**config.mk**
```make
export PLATFORM = sky130hd
export DESIGN_NAME = fetch_line_controller
export DESIGN_NICKNAME = d
export VERILOG_FILES = /design/src/rtl/fetch_pkg.sv /design/src/rtl/fetch_line_controller_line_buffer.sv /design/src/rtl/fetch_line_controller.sv
export SDC_FILE = /design/constraint.sdc
export NUM_CORES = 1
export LEC_CHECK = 0
export BUFFER_PORTS_ARGS = -buffer_cell sky130_fd_sc_hd__buf_2
export CAP_MARGIN = 20
export CORE_MARGIN = 2
export CORE_UTILIZATION = 53
export CTS_CLUSTER_SIZE = 8
export DETAILED_ROUTE_END_ITERATION = 10
export HOLD_SLACK_MARGIN = 0.12
export PLACE_DENSITY = 0.86
export SLEW_MARGIN = 30
export SYNTH_ARGS = -nofsm -noshare
export SYNTH_HDL_FRONTEND = slang
export SYNTH_HIERARCHICAL = 1
export SYNTH_SLANG_ARGS = --single-unit
```
**constraint.sdc**
```tcl
create_clock -name clk -period 7.7 [get_ports clk]
set_input_delay 1.54 -clock clk [delete_from_list [all_inputs] [get_ports clk]]
set_output_delay 1.54 -clock clk [all_outputs]
set_load 0.05 [all_outputs]
```
**src/rtl/fetch_pkg.sv**
```systemverilog
// Shared widths, default memory latency and FSM state encoding for the
// instruction-fetch line controller.
package fetch_pkg;
    localparam int LINE_BITS           = 128;
    localparam int WORD_BITS           = 32;
    localparam int TAG_BITS            = 28;
    localparam int DEFAULT_MEM_LATENCY = 7;

    typedef enum logic {
        READY = 1'b0,
        FILL  = 1'b1
    } fetch_state_t;
endpackage

```
**src/rtl/fetch_line_controller_line_buffer.sv**
```systemverilog
// Single-line instruction buffer: tag/valid/line registers, hit compare and
// word-select mux. A clear takes priority over a simultaneous load.
module line_buffer
    import fetch_pkg::*;
(
    input  logic                 clk,
    input  logic                 reset,
    input  logic                 clear,
    input  logic                 load,
    input  logic [TAG_BITS-1:0]  load_tag,
    input  logic [LINE_BITS-1:0] load_line,
    input  logic [TAG_BITS-1:0]  lookup_tag,
    input  logic [1:0]           word_sel,
    output logic                 tag_match,
    output logic [WORD_BITS-1:0] word
);
    logic [LINE_BITS-1:0] buf_line;
    logic [TAG_BITS-1:0]  buf_tag;
    logic                 buf_valid;

    always_ff @(posedge clk or posedge reset) begin
        if (reset) begin
            buf_line  <= '0;
            buf_tag   <= '0;
            buf_valid <= 1'b0;
        end else if (clear) begin
            buf_valid <= 1'b0;
        end else if (load) begin
            buf_line  <= load_line;
            buf_tag   <= load_tag;
            buf_valid <= 1'b1;
        end
    end

    assign tag_match = buf_valid && (buf_tag == lookup_tag);
    // Byte 0 of the line sits in the LSBs, so word k is bits [32k +: 32].
    assign word      = buf_line[WORD_BITS*int'(word_sel) +: WORD_BITS];
endmodule

```
**src/rtl/fetch_line_controller.sv**
```systemverilog
// IF-stage fetch controller: serves 32-bit words from one buffered line and
// refills it from a fixed-latency instruction memory on a miss.
module fetch_line_controller
    import fetch_pkg::*;
#(
    parameter int MEM_LATENCY = DEFAULT_MEM_LATENCY,
    parameter int CNT_W       = 16
) (
    input  logic                 clk,
    input  logic                 reset,
    input  logic [31:0]          pc,
    input  logic                 fetch_req,
    input  logic                 inv,
    output logic [31:0]          instr,
    output logic                 instr_valid,
    output logic                 stall,
    output logic [31:0]          mem_addr,
    input  logic [LINE_BITS-1:0] mem_line,
    output logic [CNT_W-1:0]     miss_count,
    output fetch_state_t         fsm_state
);
    localparam int WAIT_W = $clog2(MEM_LATENCY + 1);

    fetch_state_t          state;
    logic [TAG_BITS-1:0]   fill_tag;
    logic [WAIT_W-1:0]     wait_cnt;
    logic [TAG_BITS-1:0]   pc_tag;
    logic [WORD_BITS-1:0]  word;
    logic                  tag_match;
    logic                  hit;
    logic                  start_fill;
    logic                  capture;
    logic                  pc_unused;

    assign pc_tag    = pc[31:4];
    assign pc_unused = ^pc[1:0];
    assign hit       = tag_match && (state == READY);

    // A redirect in FILL restarts exactly like a fresh miss; inv suppresses both.
    assign start_fill = !inv && fetch_req &&
                        (((state == READY) && !hit) ||
                         ((state == FILL) && (pc_tag != fill_tag)));
    assign capture    = !inv && (state == FILL) && !start_fill && (wait_cnt == '0);

    line_buffer u_line_buffer (
        .clk        (clk),
        .reset      (reset),
        .clear      (inv),
        .load       (capture),
        .load_tag   (fill_tag),
        .load_line  (mem_line),
        .lookup_tag (pc_tag),
        .word_sel   (pc[3:2]),
        .tag_match  (tag_match),
        .word       (word)
    );

    always_ff @(posedge clk or posedge reset) begin
        if (reset) begin
            state      <= READY;
            fill_tag   <= '0;
            wait_cnt   <= '0;
            mem_addr   <= '0;
            miss_count <= '0;
        end else if (inv) begin
            state <= READY;
        end else if (start_fill) begin
            state    <= FILL;
            fill_tag <= pc_tag;
            mem_addr <= {pc_tag, 4'h0};
            wait_cnt <= WAIT_W'(MEM_LATENCY);
            if (miss_count != '1) begin
                miss_count <= miss_count + CNT_W'(1);
            end
        end else if (state == FILL) begin
            if (wait_cnt == '0) begin
                state <= READY;
            end else begin
                wait_cnt <= wait_cnt - WAIT_W'(1);
            end
        end
    end

    assign instr_valid = fetch_req && hit;
    assign instr       = instr_valid ? word : '0;
    assign stall       = fetch_req && !instr_valid;
    assign fsm_state   = state;
endmodule
```
=== Word level (Yosys, flattened, before mapping) ===
Cells that the tools add are included.

* Multiplexer cells: 10
* Shift operators: 1
* Bitwise gates (word level): 2
* Reduce and logical (&&, ||, !) cells: 23
* Equality and inequality tests: 4
* Add/sub/neg operators: 2

{| class="wikitable"
|+ Operators by type and width
! kind !! number
|-
| $shiftx 128x8->32 || 1
|-
| $mux 32 || 1
|-
| $eq 28x28->1 || 1
|-
| $ne 28x28->1 || 1
|-
| $add 16x1->16 const B || 1
|-
| $ne 16x16->1 const B || 1
|-
| $logic_and 1x1->1 || 11
|-
| $mux 3 || 3
|-
| $mux 1 || 6
|-
| $reduce_and 3->1 || 2
|-
| $logic_not 1->1 || 4
|-
| $reduce_and 2->1 || 2
|-
| $reduce_bool 2->1 || 2
|-
| $logic_not 3->1 || 1
|-
| $sub 3x1->3 const B || 1
|-
| $ne 2x2->1 const B || 1
|-
| $not 1->1 || 2
|-
| $logic_or 1x1->1 || 1
|}

* Flip-flop bits (word level): 205
* Logic and storage cells: 49
* Output and inout port bits: 83

=== Longest topological paths before layout ===
Gate-level depths: netlist of run 1.

* Depth after elaboration: 12
* Gate-level depth with buffers: 14
* Depth with buffers taken out: 10

=== Modules after synthesis ===
The synthesis of run 1 kept the hierarchy.

{| class="wikitable"
|+ By module, submodules not included
! module !! area an instance (µm²) !! cells each !! times used !! sequential area each (µm²)
|-
| line_buffer || 7564.8 || 412 || 1 || 3928.8
|-
| fetch_line_controller || 2761.4 || 241 || 1 || 1201.2
|}

=== Worst setup path before layout of run 1 ===
Ideal clock, no wire load.

* Kind: input port to output port
* Start point: input port pc[23]
* End point: output port instr[22]
* Slack: 2489 ps
* Required time: 6160 ps
* Cell stages on the path: 8
* Arrival: 3671 ps
* Cells stage by stage: xor2_1 -> nor4_1 -> nand3_1 -> nor4_2 -> nand2b_1 -> nor2_1 -> clkbuf_1 -> and2_1

* Cells in the longest elaborated chain, start to end: 5

{| class="wikitable"
|+ Ends and longest elaborated chain
! element !! RTL line !! text
|-
| start, declared || fetch_line_controller.sv:11 || <nowiki>input logic [31:0] pc,</nowiki>
|-
| $eq 28x28->1 || fetch_line_controller_line_buffer.sv:35 || <nowiki>assign tag_match = buf_valid && (buf_tag == lookup_tag);</nowiki>
|-
| $logic_and 1x1->1 || fetch_line_controller_line_buffer.sv:35 ||
|-
| via tag_match || fetch_line_controller.sv:29 || <nowiki>logic tag_match;</nowiki>
|-
| $logic_and 1x1->1 || fetch_line_controller.sv:37 || <nowiki>assign hit = tag_match && (state == READY);</nowiki>
|-
| $logic_and 1x1->1 || fetch_line_controller.sv:84 || <nowiki>assign instr_valid = fetch_req && hit;</nowiki>
|-
| via instr_valid || fetch_line_controller.sv:15 || <nowiki>output logic instr_valid,</nowiki>
|-
| $mux 32 || fetch_line_controller.sv:85 || <nowiki>assign instr = instr_valid ? word : '0;</nowiki>
|-
| end, declared || fetch_line_controller.sv:14 || <nowiki>output logic [31:0] instr,</nowiki>
|}

The timed path passes the listed nets, and every way through them passes these cells.

=== Worst setup path after layout of run 1 ===
* Start point: input port pc[31]
* End point: output port instr[28]

* Cells in the longest elaborated chain, start to end: 5

{| class="wikitable"
|+ Ends and longest elaborated chain
! element !! RTL line
|-
| $eq 28x28->1 || fetch_line_controller_line_buffer.sv:35
|-
| $logic_and 1x1->1 || fetch_line_controller_line_buffer.sv:35
|-
| via tag_match || fetch_line_controller.sv:29
|-
| $logic_and 1x1->1 || fetch_line_controller.sv:37
|-
| $logic_and 1x1->1 || fetch_line_controller.sv:84
|-
| $mux 32 || fetch_line_controller.sv:85
|}

The timed path passes the listed nets, and every way through them passes these cells.

==> flow_metrics.py, run 1 <==
metrics = {
    "synth": {
        "synth_cell_types": 31,
        "syn-cell-area_um2": 10300,
        "synth_area_leader_cell": "dfrtp_1",
        "yosysTopAreaCellShare_pct": 49.7,
        "synth_most_common_cell": "dfrtp_1",
        "ys_async_sr_fraction_pct": 100,
        "synth_common_cells": "dfrtp_1, mux2_4, mux2_2, xnor2_1, and2_1",
        "ys.flop_type": "dfrtp_1",
        "synth_seq_cells": 205,
        "synth_seq_area_share_pct": 49.7,
        "synth_warnings": 6,
        "synth_edf_count": 0,
        "syn_avg_cell_area_um2": 15.8,
        "postSynthCellCount": 653,
        "netlist_top_cells_area": "dfrtp_1, mux2_4, mux4_2",
    },
    "cells_and_area": {
        "drive_gt1_share_pct": 55.9,
        "design_area_um2": 12200,
        "num-fill-cells": 1418,
        "utilization_pct": 63.3,
        "final_nets": 1063,
        "syn_to_final_growth_pct": 18.2,
    },
    "sta": {
        "finalHoldViolations": 0,
        "tightestPinTransition_ns": 0.954,
        "finalSetupViolCount": 0,
        "fin_crit_sh_pct": 68.5,
        "drv_slew": 0,
        "rsz0062_at_grt": "no",
        "fin_tns_setup_ns": 0,
        "finClkSkew_ns": 0.00862,
        "slew_headroom_pct": 36.4,
        "fin_crit_ns": 5.27,
        "fin_hold_ws_ns": 0.492,
        "fmax_mhz": 190,
    },
    "placed_design": {
        "dp_hpwl_mm": 15.0,
        "globalplace.congestion": 0.810,
        "place_area_um2": 11500,
        "io_buffers": 240,
    },
    "pwr": {
        "combPwrFrac_pct": 16.1,
        "internal-power_mw": 1.98,
        "clkPwrFrac_pct": 39.3,
        "power.leakage_nw": 6.10,
        "p_switching_mw": 0.755,
        "power_frac_seq_pct": 44.6,
        "worst_ir_drop_vdd_v": 0.000242,
        "power_switching_share_pct": 27.6,
        "power_density_nw_per_um2": 225,
    },
    "clock_tree": {
        "htreeDepth": 1,
        "clk_pin_slew_ns": 0.05,
        "cts_setup_buffers": 0,
        "clk_latency_ns": 0.52,
        "root_buffer": "clkbuf_16",
        "cts_buffers": 29,
        "cts_tree": "built",
        "ctsResizeCount": 0,
        "cts_sinks": 205,
        "clockBufferDepth": 3,
        "hold_buffers": 0,
    },
    "critical_path": {
        "critPathArrivalTime_ns": 3.73,
        "startpoint": "pc[31]",
        "timing.rr.end": "u_line_buffer/buf_line[106]",
        "cp-end-kind": "output pin",
        "critical_path_class": "input pin to output pin",
        "rr_worst_depth": 9,
        "r2r_start": "fill_tag[18]",
        "startpoint_type": "input pin",
        "ff2ff_setup_slack_ns": 3.98,
        "crit_fanout": 33,
        "required_ns": 6.16,
        "crit_end": "instr[28]",
    },
    "run": {
        "drv_cap": 0,
    },
    "die": {
        "core_area_um2": 19300,
        "start_util_pct": 53.6,
        "rows": 51,
        "die_w_um": 144,
        "die_y_um": 144,
        "dieArea_um2": 20600,
        "io_pins": 247,
    },
    "global_route": {
        "grt_pass1_wl_mm": 34.5,
        "grt_antenna_before_repair": 0,
        "gr-total-overflow": 0,
        "grt_max_degree": 100,
        "grt_pass1_vias": 6494,
        "grtUsageTotal_pct": 21.3,
    },
    "drt": {
        "ant_nets": 0,
        "first_pass_iters": 6,
        "num_vias": 6163,
        "wirelength_mm": 22.4,
        "routedWlPerCell_um": 19.3,
        "viasPerCell": 5.31,
        "drc": 0,
        "drt-initial-drc-count": 219,
    },
    "hold_path": {
        "worstHoldPathCells": 1,
        "hold_path.class": "flip-flop to flip-flop",
    },
    "outcome": {
        "status": "completed",
    },
}
## registers in the layout (all words and copies together), names as in the netlist
| signal | flops |
|---|---|
| u_line_buffer/buf_line | 128 |
| fill_tag | 28 |
| u_line_buffer/buf_tag | 28 |
| miss_count | 16 |
| wait_cnt | 3 |
| fsm_state | 1 |
| u_line_buffer/buf_valid | 1 |
## stage by stage
| stage | setup slack (ns) | std cells | total power, mW |
|---|---|---|---|
| global route | 2.26 | 1160 | 2.85 |
| floorplan | 1.93 | 656 | 1.55 |
| finish | 2.43 | 1161 | 2.74 |
| global placement | 2.45 | 1130 | 1.66 |
| CTS | 2.46 | 1160 | 2.77 |
| detailed placement | 2.46 | 1130 | 1.68 |
## layout by cell type (no fill, tap or decap), types with 5 or more instances in the layout
master | Yosys | layout
and2_1 | 35 | 35
nand2_1 | 8 | 8
xnor2_1 | 41 | 41
nand4_1 | 12 | 12
and3_1 | 5 | 5
mux2_4 | 135 | 135
buf_2 | 0 | 240
nand3_1 | 14 | 14
nand2b_1 | 6 | 6
mux2_2 | 52 | 52
clkbuf_16 | 0 | 29
xor2_1 | 30 | 30
mux4_2 | 28 | 28
nor2_1 | 10 | 9
nor4_1 | 7 | 7
dfrtp_1 | 205 | 205
## cells by family (layout without fill, tap and decap cells)
| kind of cell | count (synthesis) | after routing | synth area share, % |
|---|---|---|---|
| flip-flops | 205 | 205 | 49.7 |
| other | 1 | 5 | 0.0363 |
| AO/OA/AOI/OAI | 2 | 2 | 0.145 |
| buffers and inverters | 43 | 282 | 4.91 |
| AND/OR/NAND/NOR | 109 | 109 | 6.42 |
| multiplexers | 219 | 219 | 32.4 |
| XOR/XNOR | 71 | 71 | 6.02 |
| adder cells (fa/ha/maj) | 3 | 3 | 0.364 |
## cell type report
| type | instances | area, µm² | area share [%] |
|---|---|---|---|
| Antenna cell | 1 | 2.50 | 0.0205 |
| Clock buffer | 29 | 726 | 5.95 |
| Clock inverter | 1 | 5.00 | 0.0410 |
| Inverter | 6 | 30.0 | 0.246 |
| Multi-Input combinational cell | 408 | 4700 | 38.5 |
| Sequential cell | 205 | 5130 | 42.0 |
| Tap cell | 265 | 332 | 2.72 |
| Timing Repair Buffer | 246 | 1270 | 10.4 |
## power by group through the flow
stage	logic, mW	clock network (mW)	registers, mW
finish	0.442	1.08	1.22
global route	0.472	1.15	1.23
detailed placement	0.444	0	1.23
floorplan	0.196	0	1.35
CTS	0.447	1.10	1.22
global placement	0.435	0	1.23
## worst max-delay path, cell delays in order
cell,delay [ns]
buf_2,0.13
xor2_1,0.16
nor4_1,0.43
nand4_1,0.16
nor4_2,0.21
nand2b_1,0.14
nor2_2,0.12
buf_4,0.35
and2_1,0.20
buf_2,0.28
## worst min-delay path by stage
stage	startpoint	to	slack (ns)
CTS	wait_cnt[1]	wait_cnt[1]	0.50
global route	u_line_buffer/buf_line[32]	u_line_buffer/buf_line[32]	0.51
finish	wait_cnt[1]	wait_cnt[1]	0.49
global placement	wait_cnt[1]	wait_cnt[1]	0.47
detailed placement	wait_cnt[1]	wait_cnt[1]	0.49
floorplan	wait_cnt[1]	wait_cnt[1]	0.46
## routing by layer
| layer | vias to the layer above | global-route usage [%] | wire [µm] | part of all wire [%] |
|---|---|---|---|---|
| li1 | 2795 | - | - | - |
| met1 | 3117 | 27.7 | 9500 | 42 |
| met2 | 215 | 36.3 | 10900 | 49 |
| met3 | 36 | 4.97 | 1580 | 7.0 |
| met4 | 0 | 4.95 | 413 | 1.8 |
| met5 | - | 0 | 0 | 0 |
Note: power is estimated with default switching activity, not from simulation.
==> inputs of run 2 (changes only) <==
--- a/config.mk
+++ b/config.mk
@@ -8,11 +8,11 @@
 export BUFFER_PORTS_ARGS = -buffer_cell sky130_fd_sc_hd__buf_2
 export CAP_MARGIN = 20
 export CORE_MARGIN = 2
-export CORE_UTILIZATION = 53
+export CORE_UTILIZATION = 49
 export CTS_CLUSTER_SIZE = 8
 export DETAILED_ROUTE_END_ITERATION = 10
 export HOLD_SLACK_MARGIN = 0.12
-export PLACE_DENSITY = 0.86
+export PLACE_DENSITY = 0.84
 export SLEW_MARGIN = 30
 export SYNTH_ARGS = -nofsm -noshare
 export SYNTH_HDL_FRONTEND = slang
==> constraint.sdc (replaced) <==
create_clock -name clk -period 4.4 [get_ports clk]
set_input_delay 0.88 -clock clk [delete_from_list [all_inputs] [get_ports clk]]
set_output_delay 0.88 -clock clk [all_outputs]
set_load 0.05 [all_outputs]
==> run 2 against run 1 <==
  * Critical path type unchanged
  * First-iteration DRC count down 0.46%
  * Clock skew rose by 0.00096 ns
  * Setup slack lost 2.0 ns
  * Final area rose by 1.7%
  * Via count grew 0.65%
  * Critical path depth unchanged
  * Sequential share of layout area is 0.69 points lower
==> flow_metrics.py, run 2 (synthesis results as in run 1) <==
metrics = {
    "clock_tree": {
        "clockBufferDepth": 3,
        "root_buffer": "clkbuf_16",
        "cts_setup_buffers": 0,
        "cts_sinks": 205,
        "cts_tree": "built",
        "clk_latency_ns": 0.53,
        "cts_buffers": 29,
        "clk_pin_slew_ns": 0.05,
        "htreeDepth": 1,
        "hold_buffers": 0,
        "ctsResizeCount": 0,
    },
    "critical_path": {
        "path_common_cell": "buf_2",
        "ff2ff_setup_slack_ns": 0.96,
        "startpoint_type": "input pin",
        "crit_family": "simple AND/OR/NAND/NOR gates",
        "rr_worst_depth": 12,
        "crit_buf_inv": 3,
        "cp-end-kind": "output pin",
        "critical_path_class": "input pin to output pin",
        "path_cells": "buf_2 > xor2_1 > nor4_1 > nand3_1 > nor4_2 > nand2b_1 > nor2_2 > buf_12 > and2_1 > buf_2",
        "crit_cells": 10,
        "critical_path.max_stage_delay_ns": 0.44,
        "crit_slowest_cell": "nor4_1",
        "startpoint": "pc[23]",
        "required_ns": 3.52,
        "crit_fanout": 33,
        "r2r_start": "u_line_buffer/buf_tag[19]",
        "timing.rr.end": "u_line_buffer/buf_line[110]",
        "critPathArrivalTime_ns": 3.10,
    },
    "pwr": {
        "power_frac_seq_pct": 44.3,
        "clkPwrFrac_pct": 39.6,
        "power.leakage_nw": 6.18,
        "p_switching_mw": 1.32,
        "power_switching_share_pct": 27.4,
        "internal-power_mw": 3.50,
        "combPwrFrac_pct": 16.2,
        "power_density_nw_per_um2": 388,
        "worst_ir_drop_vdd_v": 0.000376,
    },
    "sta": {
        "drv_slew": 0,
        "slew_headroom_pct": 42.9,
        "finClkSkew_ns": 0.00958,
        "final.setup.worst_slack_ns": 0.423,
        "fin_hold_ws_ns": 0.408,
        "rsz0062_at_grt": "no",
        "tightestPinTransition_ns": 0.856,
        "fin_crit_ns": 3.98,
        "finalSetupViolCount": 0,
        "finalHoldViolations": 0,
        "fin_tns_setup_ns": 0,
        "fmax_mhz": 251,
        "fin_crit_sh_pct": 90.4,
    },
    "cells_and_area": {
        "final_cell_mix": "buf_2, dfrtp_1, mux2_4, mux2_2, xnor2_1",
        "top_register": "u_line_buffer/buf_line",
        "layout_commonest_cell": "buf_2",
        "reg.largest.list": "u_line_buffer/buf_line x128, fill_tag x28, u_line_buffer/buf_tag x28",
        "num-fill-cells": 1608,
        "syn_to_final_growth_pct": 20.2,
        "drive_gt1_share_pct": 56.3,
        "final_nets": 1073,
        "largest_reg_flops": 128,
    },
    "die": {
        "die_w_um": 149,
        "rows": 53,
        "io_pins": 247,
        "core_area_um2": 20800,
        "start_util_pct": 49.6,
        "die_y_um": 149,
        "dieArea_um2": 22300,
    },
    "drt": {
        "viasPerCell": 5.24,
        "first_pass_iters": 4,
        "routedWlPerCell_um": 19.2,
        "drc": 0,
        "num_vias": 6203,
        "ant_nets": 0,
        "wirelength_mm": 22.8,
        "drt-initial-drc-count": 218,
    },
    "global_route": {
        "grtUsageTotal_pct": 20.4,
        "grt_max_degree": 158,
        "grt_antenna_before_repair": 2,
        "grt_pass1_vias": 6607,
        "grt_pass1_wl_mm": 35.7,
        "gr-total-overflow": 0,
    },
    "placed_design": {
        "dp_hpwl_mm": 15.7,
        "io_buffers": 240,
        "dpl_worst_slack_ns": 0.298,
        "globalplace.congestion": 0.872,
    },
    "hold_path": {
        "hold_path.class": "input pin to async pin",
    },
    "run": {
        "drv_cap": 0,
    },
    "outcome": {
        "status": "completed",
    },
}
==> run 2: area by class of cell <==
type | count | area [µm²] | share of cell area [%]
Tap cell | 275 | 344 | 2.77
Sequential cell | 205 | 5130 | 41.3
Multi-Input combinational cell | 408 | 4700 | 37.9
Inverter | 6 | 26.3 | 0.212
Timing Repair Buffer | 256 | 1450 | 11.7
Clock inverter | 1 | 8.76 | 0.0706
Antenna cell | 2 | 5.00 | 0.0403
Clock buffer | 31 | 743 | 5.99
==> run 2: through the flow <==
| step | area [µm²] | cells | total power, mW | util, % |
|---|---|---|---|---|
| floorplan | 10300 | 656 | 2.71 | - |
| global placement | 11600 | 1150 | 2.92 | 55.9 |
| detailed placement | 11600 | 1150 | 2.94 | 55.9 |
| CTS | 12400 | 1182 | 4.89 | 59.6 |
| global route | 12400 | 1183 | 5.03 | 59.6 |
| finish | 12400 | 1184 | 4.82 | 59.6 |
==> run 2: worst max-delay path by stage <==
stage,endpoint,slack [ns]
4_1_cts,instr[11],0.39
2_1_floorplan,instr[22],0.51
5_1_grt,instr[31],0.34
3_3_place_gp,u_line_buffer/buf_line[109],0.40
3_5_place_dp,u_line_buffer/buf_line[110],0.30
6_report,instr[29],0.42
==> run 2: power by group through the flow <==
stage          Clock [mW]  Sequential [mW]  Combinational [mW]
2_1_floorplan           0             2.36               0.343
3_3_place_gp            0             2.15               0.768
3_5_place_dp            0             2.16               0.781
4_1_cts              1.97             2.13               0.787
5_1_grt              2.05             2.15               0.828
6_report             1.91             2.13               0.779
==> run 2: per-layer routing <==
layer  global-route usage (%)  wire (µm)  vias to the layer above
met5                        0         13                        -
met1                     26.6       9550                     3107
met2                     34.4      11100                      233
met3                     4.62       1600                       44
li1                         -          -                     2817
met4                     5.43        503                        2
==> inputs of run 3 (changes only) <==
--- a/config.mk
+++ b/config.mk
@@ -5,6 +5,7 @@
 export SDC_FILE = /design/constraint.sdc
 export NUM_CORES = 1
 export LEC_CHECK = 0
+export ABC_AREA = 1
 export BUFFER_PORTS_ARGS = -buffer_cell sky130_fd_sc_hd__buf_2
 export CAP_MARGIN = 20
 export CORE_MARGIN = 2
@@ -12,7 +13,8 @@
 export CTS_CLUSTER_SIZE = 8
 export DETAILED_ROUTE_END_ITERATION = 10
 export HOLD_SLACK_MARGIN = 0.12
-export PLACE_DENSITY = 0.84
+export PLACE_DENSITY = 0.83
+export SETUP_SLACK_MARGIN = 0.2
 export SLEW_MARGIN = 30
 export SYNTH_ARGS = -nofsm -noshare
 export SYNTH_HDL_FRONTEND = slang
==> run 3 against run 2 <==
  * First-iteration DRC count grew to 2.8 times the previous value
  * Register-to-register slack gained 0.31 ns
  * Cell count grew 43%
  * Clock-buffer cell count grew 1
  * Combinational power shrank 8.2%
  * Wire length grew 19%
  * Synthesized area grew 3.9%
  * Highest routed layer unchanged
  * Global-route usage grew 2.8 points
==> flow_metrics.py, run 3 <==
metrics = {
    "outcome": {
        "status": "completed",
    },
    "synth": {
        "synth_area_leader_cell": "dfrtp_1",
        "syn_avg_cell_area_um2": 9.16,
        "synth_most_common_cell": "nand2_1",
        "synth_seq_area_share_pct": 47.8,
        "ys.flop_type": "dfrtp_1",
        "yosysTopAreaCellShare_pct": 47.8,
        "synth_warnings": 6,
        "syn-cell-area_um2": 10700,
        "postSynthCellCount": 1171,
        "synth_seq_cells": 205,
        "synth_edf_count": 0,
        "synth_cell_types": 37,
        "synth_common_cells": "nand2_1, dfrtp_1, nor2_1, inv_1, mux2_2",
        "ys_async_sr_fraction_pct": 100,
        "netlist_top_cells_area": "dfrtp_1, mux2_4, nand2_1",
    },
    "cells_and_area": {
        "layout_commonest_cell": "nand2_1",
        "design_area_um2": 12900,
        "drive_gt1_share_pct": 32.5,
        "num-fill-cells": 1809,
        "final_nets": 1576,
        "reg.largest.list": "u_line_buffer/buf_line x128, fill_tag x28, u_line_buffer/buf_tag x28",
        "syn_to_final_growth_pct": 20.5,
        "utilization_pct": 59.6,
        "final_cell_mix": "nand2_1, buf_2, dfrtp_1, nor2_1, inv_1",
        "largest_reg_flops": 128,
        "top_register": "u_line_buffer/buf_line",
    },
    "die": {
        "io_pins": 247,
        "die_w_um": 152,
        "dieArea_um2": 23100,
        "start_util_pct": 49.5,
        "rows": 54,
        "die_y_um": 152,
        "core_area_um2": 21700,
    },
    "clock_tree": {
        "clockBufferDepth": 3,
        "hold_buffers": 0,
        "cts_setup_buffers": 0,
        "clk_latency_ns": 0.54,
        "root_buffer": "clkbuf_16",
        "cts_buffers": 29,
        "ctsResizeCount": 0,
        "cts_sinks": 205,
        "htreeDepth": 1,
        "cts_tree": "built",
        "clk_pin_slew_ns": 0.05,
    },
    "sta": {
        "fin_crit_sh_pct": 83.6,
        "tightestPinTransition_ns": 0.670,
        "finalHoldViolations": 0,
        "fin_hold_ws_ns": 0.431,
        "finClkSkew_ns": 0.0281,
        "fmax_mhz": 272,
        "fin_crit_ns": 3.68,
        "finalSetupViolCount": 0,
        "fin_tns_setup_ns": 0,
        "drv_slew": 0,
        "rsz0062_at_grt": "no",
        "slew_headroom_pct": 55.3,
    },
    "global_route": {
        "grt_pass1_vias": 8841,
        "gr-total-overflow": 0,
        "grt_antenna_before_repair": 5,
        "grt_max_degree": 158,
        "grt_pass1_wl_mm": 44.5,
        "grtUsageTotal_pct": 23.1,
    },
    "placed_design": {
        "globalplace.congestion": 0.882,
        "place_area_um2": 12100,
        "io_buffers": 240,
        "dp_hpwl_mm": 18.5,
    },
    "critical_path": {
        "ff2ff_setup_slack_ns": 1.27,
        "startpoint_type": "input pin",
        "critPathArrivalTime_ns": 2.80,
        "cp-end-kind": "output pin",
        "crit_fanout": 19,
        "critical_path_class": "input pin to output pin",
        "required_ns": 3.52,
    },
    "drt": {
        "drt-initial-drc-count": 611,
        "routedWlPerCell_um": 16.0,
        "num_vias": 8771,
        "first_pass_iters": 5,
        "ant_nets": 0,
        "wirelength_mm": 27.1,
        "viasPerCell": 5.18,
        "drc": 0,
    },
    "run": {
        "drv_cap": 0,
    },
    "hold_path": {
        "hold_path.class": "input pin to async pin",
    },
    "pwr": {
        "power.leakage_nw": 7.31,
        "worst_ir_drop_vdd_v": 0.000298,
        "power_density_nw_per_um2": 363,
    },
}
==> run 3: critical path: stages <==
cell and delay (ns):
buf_2 0.12, inv_1 0.04, nand2_1 0.04, nand2_1 0.05
nor2_1 0.13, nand2_1 0.07, nor2_1 0.08, nand2_1 0.09
nor2_1 0.11, nand2_1 0.08, nor2_1 0.11, inv_1 0.30
buf_12 0.28, nor2_1 0.11, buf_2 0.28
==> run 3: cell type report <==
class	instances	area [µm²]	share of cell area [%]
Sequential cell	205	5130	39.7
Multi-Input combinational cell	766	4700	36.3
Timing Repair Buffer	259	1440	11.1
Clock buffer	32	737	5.70
Inverter	148	562	4.35
Tap cell	280	350	2.71
Clock inverter	1	8.76	0.0678
Antenna cell	2	5.00	0.0387
==> run 3: report_power, final <==
| part | switching (mW) | total (mW) | internal (mW) |
|---|---|---|---|
| registers | 0.0883 | 2.07 | 1.98 |
| clock network | 0.756 | 1.91 | 1.15 |
| logic | 0.479 | 0.715 | 0.236 |
==> run 3: stage by stage <==
step / total power, mW / cells / worst slack, ns
finish: 4.69 / 1693 / 0.721
global route: 4.90 / 1692 / 0.494
CTS: 4.74 / 1690 / 0.703
detailed placement: 2.81 / 1657 / 0.635
global placement: 2.79 / 1657 / 0.702
floorplan: 2.58 / 1174 / 0.301
==> run 3: path summary, 6_finish.rpt <==
path / from / endpoint / cells past startpoint
setup / recovery: pc[26] / instr[2] / 15
hold / removal: reset / u_line_buffer/buf_line[115] / 3
setup reg to reg: u_line_buffer/buf_tag[0] / u_line_buffer/buf_line[122] / 16
hold reg to reg: u_line_buffer/buf_line[63] / u_line_buffer/buf_line[63] / 1
max in group asynchronous: reset / u_line_buffer/buf_line[10] / 4
min in group clk: u_line_buffer/buf_line[63] / u_line_buffer/buf_line[63] / 1
==> run 3: logic make-up (layout without fill, tap and decap cells) <==
family	Yosys count	count (layout)	synth area share, %
compound gates	151	151	8.07
xor+xnor	20	20	1.63
fa+ha+maj	3	3	0.350
buf+inv	203	440	8.55
flops	205	205	47.8
mux	133	133	16.1
other cells	1	6	0.0350
simple gates	455	455	17.4
==> run 3: metal layers <==
layer	part of all wire (%)	GRT usage, %	wire (µm)	vias up
li1	-	-	-	4207
met1	41	29.3	11100	4205
met2	50	39.7	13500	301
met3	7.0	4.99	1910	52
met4	2.3	7.39	634	6
met5	0.15	0	42	-
